===== config.mk =====
export PLATFORM = sky130hd
export DESIGN_NAME = regfile_mp_flat
export DESIGN_NICKNAME = d
export VERILOG_FILES = /design/src/rtl/regfile_mp_pkg.sv /design/src/rtl/regfile_mp_if.sv /design/src/rtl/regfile_mp.sv /design/src/flat_wrapper.sv
export SDC_FILE = /design/constraint.sdc
export NUM_CORES = 1
export LEC_CHECK = 0
export ABC_AREA = 0
export CELL_PAD_IN_SITES_DETAIL_PLACEMENT = 1
export CELL_PAD_IN_SITES_GLOBAL_PLACEMENT = 1
export CORE_MARGIN = 2
export CORE_UTILIZATION = 55
export CTS_BUF_LIST = sky130_fd_sc_hd__clkbuf_4
export DETAILED_ROUTE_END_ITERATION = 10
export PLACE_DENSITY = 0.82
export SLEW_MARGIN = 15
export SYNTH_ARGS = -nofsm -noshare
export SYNTH_HDL_FRONTEND = slang
export SYNTH_SLANG_ARGS = --single-unit

===== constraint.sdc =====
create_clock -name CLOCK -period 12 [get_ports CLOCK]
set_input_delay 3 -clock CLOCK [delete_from_list [all_inputs] [get_ports CLOCK]]
set_output_delay 3 -clock CLOCK [all_outputs]
set_load 0.01 [all_outputs]

===== src/rtl/regfile_mp_pkg.sv =====
// Shared types and helpers for the multi-port register file.
// The slice helper extracts field idx of width w from a flattened bus.
package regfile_pkg;

    typedef enum logic [0:0] {
        INIT = 1'b0,
        RUN  = 1'b1
    } state_t;

    localparam int DEF_DATA_W = 32;
    localparam int DEF_ADDR_W = 5;
    localparam int DEF_NUM_RD = 2;

    // Widest supported buses: 4 ports x 64-bit fields.
    localparam int MAX_FIELD_W = 64;
    localparam int MAX_BUS_W   = 4 * MAX_FIELD_W;

    function automatic logic [MAX_FIELD_W-1:0] slice_field(
        input logic [MAX_BUS_W-1:0] bus,
        input int                   idx,
        input int                   w
    );
        logic [MAX_BUS_W-1:0]   sh;
        logic [MAX_FIELD_W-1:0] mask;
        sh   = bus >> (idx * w);
        mask = (MAX_FIELD_W'(1) << w) - MAX_FIELD_W'(1);
        return sh[MAX_FIELD_W-1:0] & mask;
    endfunction

endpackage


===== src/rtl/regfile_mp_if.sv =====
// Access bus of the register file: one write port, NUM_RD read ports, status.
interface regfile_mp_if #(
    parameter int DATA_W = 32,
    parameter int ADDR_W = 5,
    parameter int NUM_RD = 2
);
    logic                     WriteEnable;
    logic [ADDR_W-1:0]        RegWrite;
    logic [DATA_W-1:0]        DataWrite;
    logic [NUM_RD*ADDR_W-1:0] RegRead;
    logic [NUM_RD*DATA_W-1:0] ReadOut;
    logic                     Ready;
    logic                     WriteDropped;

    modport master (
        output WriteEnable, RegWrite, DataWrite, RegRead,
        input  ReadOut, Ready, WriteDropped
    );

    modport slave (
        input  WriteEnable, RegWrite, DataWrite, RegRead,
        output ReadOut, Ready, WriteDropped
    );
endinterface


===== src/rtl/regfile_mp.sv =====
// Multi-read-port register file with sequential post-reset clear, optional
// hardwired zero entry and optional same-edge write-to-read bypass.
module regfile_mp
    import regfile_pkg::*;
#(
    parameter int DATA_W   = DEF_DATA_W,
    parameter int ADDR_W   = DEF_ADDR_W,
    parameter int NUM_RD   = DEF_NUM_RD,
    parameter int ZERO_REG = 1,
    parameter int BYPASS   = 1
) (
    input  logic          CLOCK,
    input  logic          RESET,
    regfile_mp_if.slave   bus
);

    localparam int DEPTH = 1 << ADDR_W;

    logic [DATA_W-1:0] r_mem [DEPTH];
    state_t            r_state;
    state_t            w_state_next;
    logic [ADDR_W-1:0] r_clr_cnt;
    logic              r_ready;
    logic              r_drop;

    logic              w_mem_we;
    logic [ADDR_W-1:0] w_mem_addr;
    logic [DATA_W-1:0] w_mem_data;
    logic              w_drop_set;
    logic              w_wr_run;
    logic              w_wr_zero;

    assign w_wr_zero = (ZERO_REG != 0) && (bus.RegWrite == '0);

    // The clear sequencer and the user write share the single array write port.
    always_comb begin
        w_state_next = r_state;
        w_mem_we     = 1'b0;
        w_mem_addr   = bus.RegWrite;
        w_mem_data   = bus.DataWrite;
        w_drop_set   = 1'b0;
        w_wr_run     = 1'b0;
        case (r_state)
            INIT: begin
                w_mem_we   = 1'b1;
                w_mem_addr = r_clr_cnt;
                w_mem_data = '0;
                w_drop_set = bus.WriteEnable;
                if (&r_clr_cnt) begin
                    w_state_next = RUN;
                end
            end
            RUN: begin
                w_wr_run = bus.WriteEnable && !w_wr_zero;
                w_mem_we = w_wr_run;
            end
            default: begin
                w_state_next = INIT;
            end
        endcase
        if (RESET) begin
            w_state_next = INIT;
            w_mem_we     = 1'b0;
            w_drop_set   = 1'b0;
            w_wr_run     = 1'b0;
        end
    end

    always_ff @(posedge CLOCK) begin
        if (RESET) begin
            r_state   <= INIT;
            r_clr_cnt <= '0;
            r_ready   <= 1'b0;
            r_drop    <= 1'b0;
        end else begin
            r_state <= w_state_next;
            r_ready <= (w_state_next == RUN);
            if (r_state == INIT) begin
                r_clr_cnt <= r_clr_cnt + 1'b1;
            end
            if (w_drop_set) begin
                r_drop <= 1'b1;
            end
        end
    end

    // No reset on the storage itself so it stays mappable to block RAM.
    always_ff @(posedge CLOCK) begin
        if (w_mem_we) begin
            r_mem[w_mem_addr] <= w_mem_data;
        end
    end

    generate
        for (genvar gi = 0; gi < NUM_RD; gi++) begin : g_rd
            logic [ADDR_W-1:0] w_raddr;
            logic [DATA_W-1:0] r_rd;

            assign w_raddr = ADDR_W'(slice_field(MAX_BUS_W'(bus.RegRead), gi, ADDR_W));

            always_ff @(posedge CLOCK) begin
                if (RESET || (r_state != RUN)) begin
                    r_rd <= '0;
                end else if ((ZERO_REG != 0) && (w_raddr == '0)) begin
                    r_rd <= '0;
                end else if ((BYPASS != 0) && w_wr_run && (w_raddr == bus.RegWrite)) begin
                    r_rd <= bus.DataWrite;
                end else begin
                    r_rd <= r_mem[w_raddr];
                end
            end

            assign bus.ReadOut[gi*DATA_W +: DATA_W] = r_rd;
        end
    endgenerate

    assign bus.Ready        = r_ready;
    assign bus.WriteDropped = r_drop;

endmodule


===== src/flat_wrapper.sv =====
// flat-port wrapper written by rule: the top's interface ports become plain ports
module regfile_mp_flat import regfile_pkg::*;
#(
    parameter int DATA_W   = DEF_DATA_W,
    parameter int ADDR_W   = DEF_ADDR_W,
    parameter int NUM_RD   = DEF_NUM_RD,
    parameter int ZERO_REG = 1,
    parameter int BYPASS   = 1
)
  (CLOCK, RESET, bus_WriteEnable, bus_RegWrite, bus_DataWrite, bus_RegRead, bus_ReadOut, bus_Ready, bus_WriteDropped);
  regfile_mp_if #(.DATA_W(DATA_W), .ADDR_W(ADDR_W), .NUM_RD(NUM_RD)) bus_i ();
  input  logic CLOCK;
  input  logic RESET;
  input wire logic [$bits(bus_i.WriteEnable)-1:0] bus_WriteEnable;
  input wire logic [$bits(bus_i.RegWrite)-1:0] bus_RegWrite;
  input wire logic [$bits(bus_i.DataWrite)-1:0] bus_DataWrite;
  input wire logic [$bits(bus_i.RegRead)-1:0] bus_RegRead;
  output wire logic [$bits(bus_i.ReadOut)-1:0] bus_ReadOut;
  output wire logic [$bits(bus_i.Ready)-1:0] bus_Ready;
  output wire logic [$bits(bus_i.WriteDropped)-1:0] bus_WriteDropped;
  assign bus_i.WriteEnable = bus_WriteEnable;
  assign bus_i.RegWrite = bus_RegWrite;
  assign bus_i.DataWrite = bus_DataWrite;
  assign bus_i.RegRead = bus_RegRead;
  assign bus_ReadOut = bus_i.ReadOut;
  assign bus_Ready = bus_i.Ready;
  assign bus_WriteDropped = bus_i.WriteDropped;
  regfile_mp #(.DATA_W(DATA_W), .ADDR_W(ADDR_W), .NUM_RD(NUM_RD), .ZERO_REG(ZERO_REG), .BYPASS(BYPASS)) u_core (.CLOCK(CLOCK), .RESET(RESET), .bus(bus_i));
endmodule

==> summary.txt <==
Placed design
  – Dpl hpwl: roughly 96000 µm
  – Pre-CTS WS: 5160 ps
  – Buffers on Ports: 115
  – DP Cell Count: 4050
  – Routability cong.: 0.849

CTS
  – Root buffer cell: clkbuf_4
  – Clk pin slew, worst setup/hold paths: 60 ps
  – CTS Buf Count: about 300
  – Post-CTS Hold Buffers: 0
  – Clock net sink count: between 1000 and 1500
  – Later-pin clock latency in the skew report: 1210 ps
  – Post-CTS sizing: 0
  – H-tree levels: 5
  – Post CTS Setup Buffer Count: 0
  – Worst-case clock buffer depth: 4
  – CTS tree: done

Yosys
  – EDFF count, synth: 1024
  – Yosys warnings: 0
  – Synthesized instance count: 2916
  – Syn avg cell area: 17.1 µm²
  – Cell variety after synth: 49
  – Mapped Area: 49700 µm²
  – Top-area cell type share of the netlist area: 61.8%
  – Register area share after synthesis: 64.7%
  – Syn Nets: 2968
  – Yosys top cell by area: edfxtp_1
  – Ys flop type: edfxtp_1
  – Register bit total from synthesis: 1095
  – Top post-synthesis cells by area: edfxtp_1, mux4_2, mux2i_1, a22oi_1, dfxtp_1
  – Async S/R FF share, synth: 0%

Worst setup path
  – Crit. End Element: flop
  – Worst path arrival time: 6600 ps
  – WP data required: 12740 ps
  – Startpoint types: input pin
  – Critical Path Fanout Max: 18
  – Critical path class: in -> reg

GRT
  – Vias in the first global route: ~36000
  – First-pass GRT wire length: 252000 µm
  – Maximum number of pins on one net before global-route repair: 143
  – Tot GR Track Use: 38.1%
  – Total grt overflow: 0
  – Initial antenna violation count: 8

Routing
  – Final WL: 178000 µm
  – DR iter-0 viols: about 5400
  – DR vias: between 30000 and 40000
  – Vias per cell: roughly 7.4
  – Final routed DRC violation total: 0
  – DRT Pass-1 Iters: 6
  – Wire length per cell: 39.0 µm
  – Post-route ant nets: 0

Timing
  – Worst slew pin tran: 1200 ps
  – Setup TNS: 0 ps
  – Relative slew margins: 19.8%
  – Setup violators final: 0
  – Max Slew Vio Count: 0
  – Setup repair after global routing missed its margin: no
  – Worst clock skew: 81.0 ps
  – FMAX: 171 MHz
  – Clock period minus worst slack: 5860 ps
  – Hold Fails Final Rpt: 0
  – Tcrit/Tclk final: 48.9%
  – Setup WS post-layout: 6140 ps

Cells and area
  – Share of cells above drive strength 1: between 20% and 30%
  – Nets: about 3200
  – Fill cells: 7952
  – Area grow syn2layout: 12.3%
  – Most common cell after layout, fill and taps aside: edfxtp_1
  – Most frequent cells in the layout: edfxtp_1, mux2i_1, clkbuf_4
  – Final non-filler cell total: about 4600

Floorplanning
  – Number of I/O pins: 116
  – Die area: 92800 µm²
  – CORE AREA: 89900 µm²
  – Std cell rows: 110
  – Starting Density: between 50% and 60%
  – Die Width: 305 µm
  – Chip height: 305 µm

Min path
  – Worst hold-check path type: reg -> reg

Power
  – Pwr dens: approximately 140 nW/µm²
  – Static leakage: around 0.019 µW
  – VDD IR max: 0.000111 V

Outcome
  – Outcome: complete, no violations

Job
  – Max Cap Viol: 0
-- logic make-up after synthesis --
group / Yosys count / synth area share [%]
DFF: 1095 / 64.7
xor gates and xnor gates: 13 / 0.229
AOI/OAI and AO/OA: 491 / 7.54
and+or+nand+nor: 279 / 2.97
muxes: 767 / 22.2
adders and majority gates: 2 / 0.0503
buffers and inverters: 269 / 2.37
-- worst max-delay path, cell delays in order --
cell and delay [ps]:
clkdlybuf4s50_1 550, or4_1 150, o21ai_0 170, a21oi_1 370, nand3b_1 690, nor2_4 1090, buf_4 560
-- path summary, 6_finish.rpt --
check,startpoint,to,slack [ps],cells past startpoint
setup / recovery,bus_RegWrite[3],u_core.r_mem[1][13],6140,7
hold / removal,u_core.bus.WriteDropped,u_core.bus.WriteDropped,480,2
setup reg to reg,u_core.r_state,u_core.r_mem[6][13],7620,5
hold reg to reg,u_core.bus.WriteDropped,u_core.bus.WriteDropped,480,2
-- per-stage QoR --
step	hold WS, ps	instance area, µm²	power (µW)	util (%)
floorplan	502	49700	4590	-
global placement	456	52300	4770	58.2
detailed placement	463	52300	4790	58.2
CTS	477	55900	8030	62.2
global route	499	55900	8240	62.2
finish	482	55900	8020	62.2
-- registers in the layout, indices dropped and copies added, names as in the netlist --
name / cells
u_core.g_rd.r_rd: 64
u_core.r_state: 1
u_core.r_mem: 1024
u_core.bus.WriteDropped: 1
u_core.r_clr_cnt: 5
-- layout make-up --
type                            count  area, µm²  share of cell area, %
Antenna cell                        1       2.50                0.00448
Clock buffer                      428       3210                   5.75
Clock inverter                     71        362                  0.647
Inverter                           35        131                  0.235
Multi-Input combinational cell   1552      16700                   30.0
Sequential cell                  1095      32200                   57.6
Tap cell                         1176       1470                   2.63
Timing Repair Buffer              192       1780                   3.18
-- Yosys cell counts, types with 20 or more instances --
library cell and n:
nor2_1 52, a221oi_1 67, a22oi_1 266, a22o_1 23, o21ai_0 34, buf_2 78
and3_1 27, o22ai_2 20, mux2i_1 497, clkbuf_1 117, mux4_2 265, buf_1 28
and4_1 40, inv_1 35, nand3_1 53, nand2_1 74, a31oi_1 24, dfxtp_1 71
edfxtp_1 1024, o22ai_1 44
-- layer usage --
metal | global-route usage, % | share of wire [%]
met2 | 58.2 | 46
met5 | 0 | 0.038
met3 | 12.7 | 14
met4 | 20.2 | 5.6
met1 | 48.7 | 34
-- power breakdown --
group          switching (µW)  internal (µW)
registers                14.5           4140
logic                     354            222
clock network            1600           1700
total                    1970           6050
No activity file was read; power rests on OpenSTA's default activity.
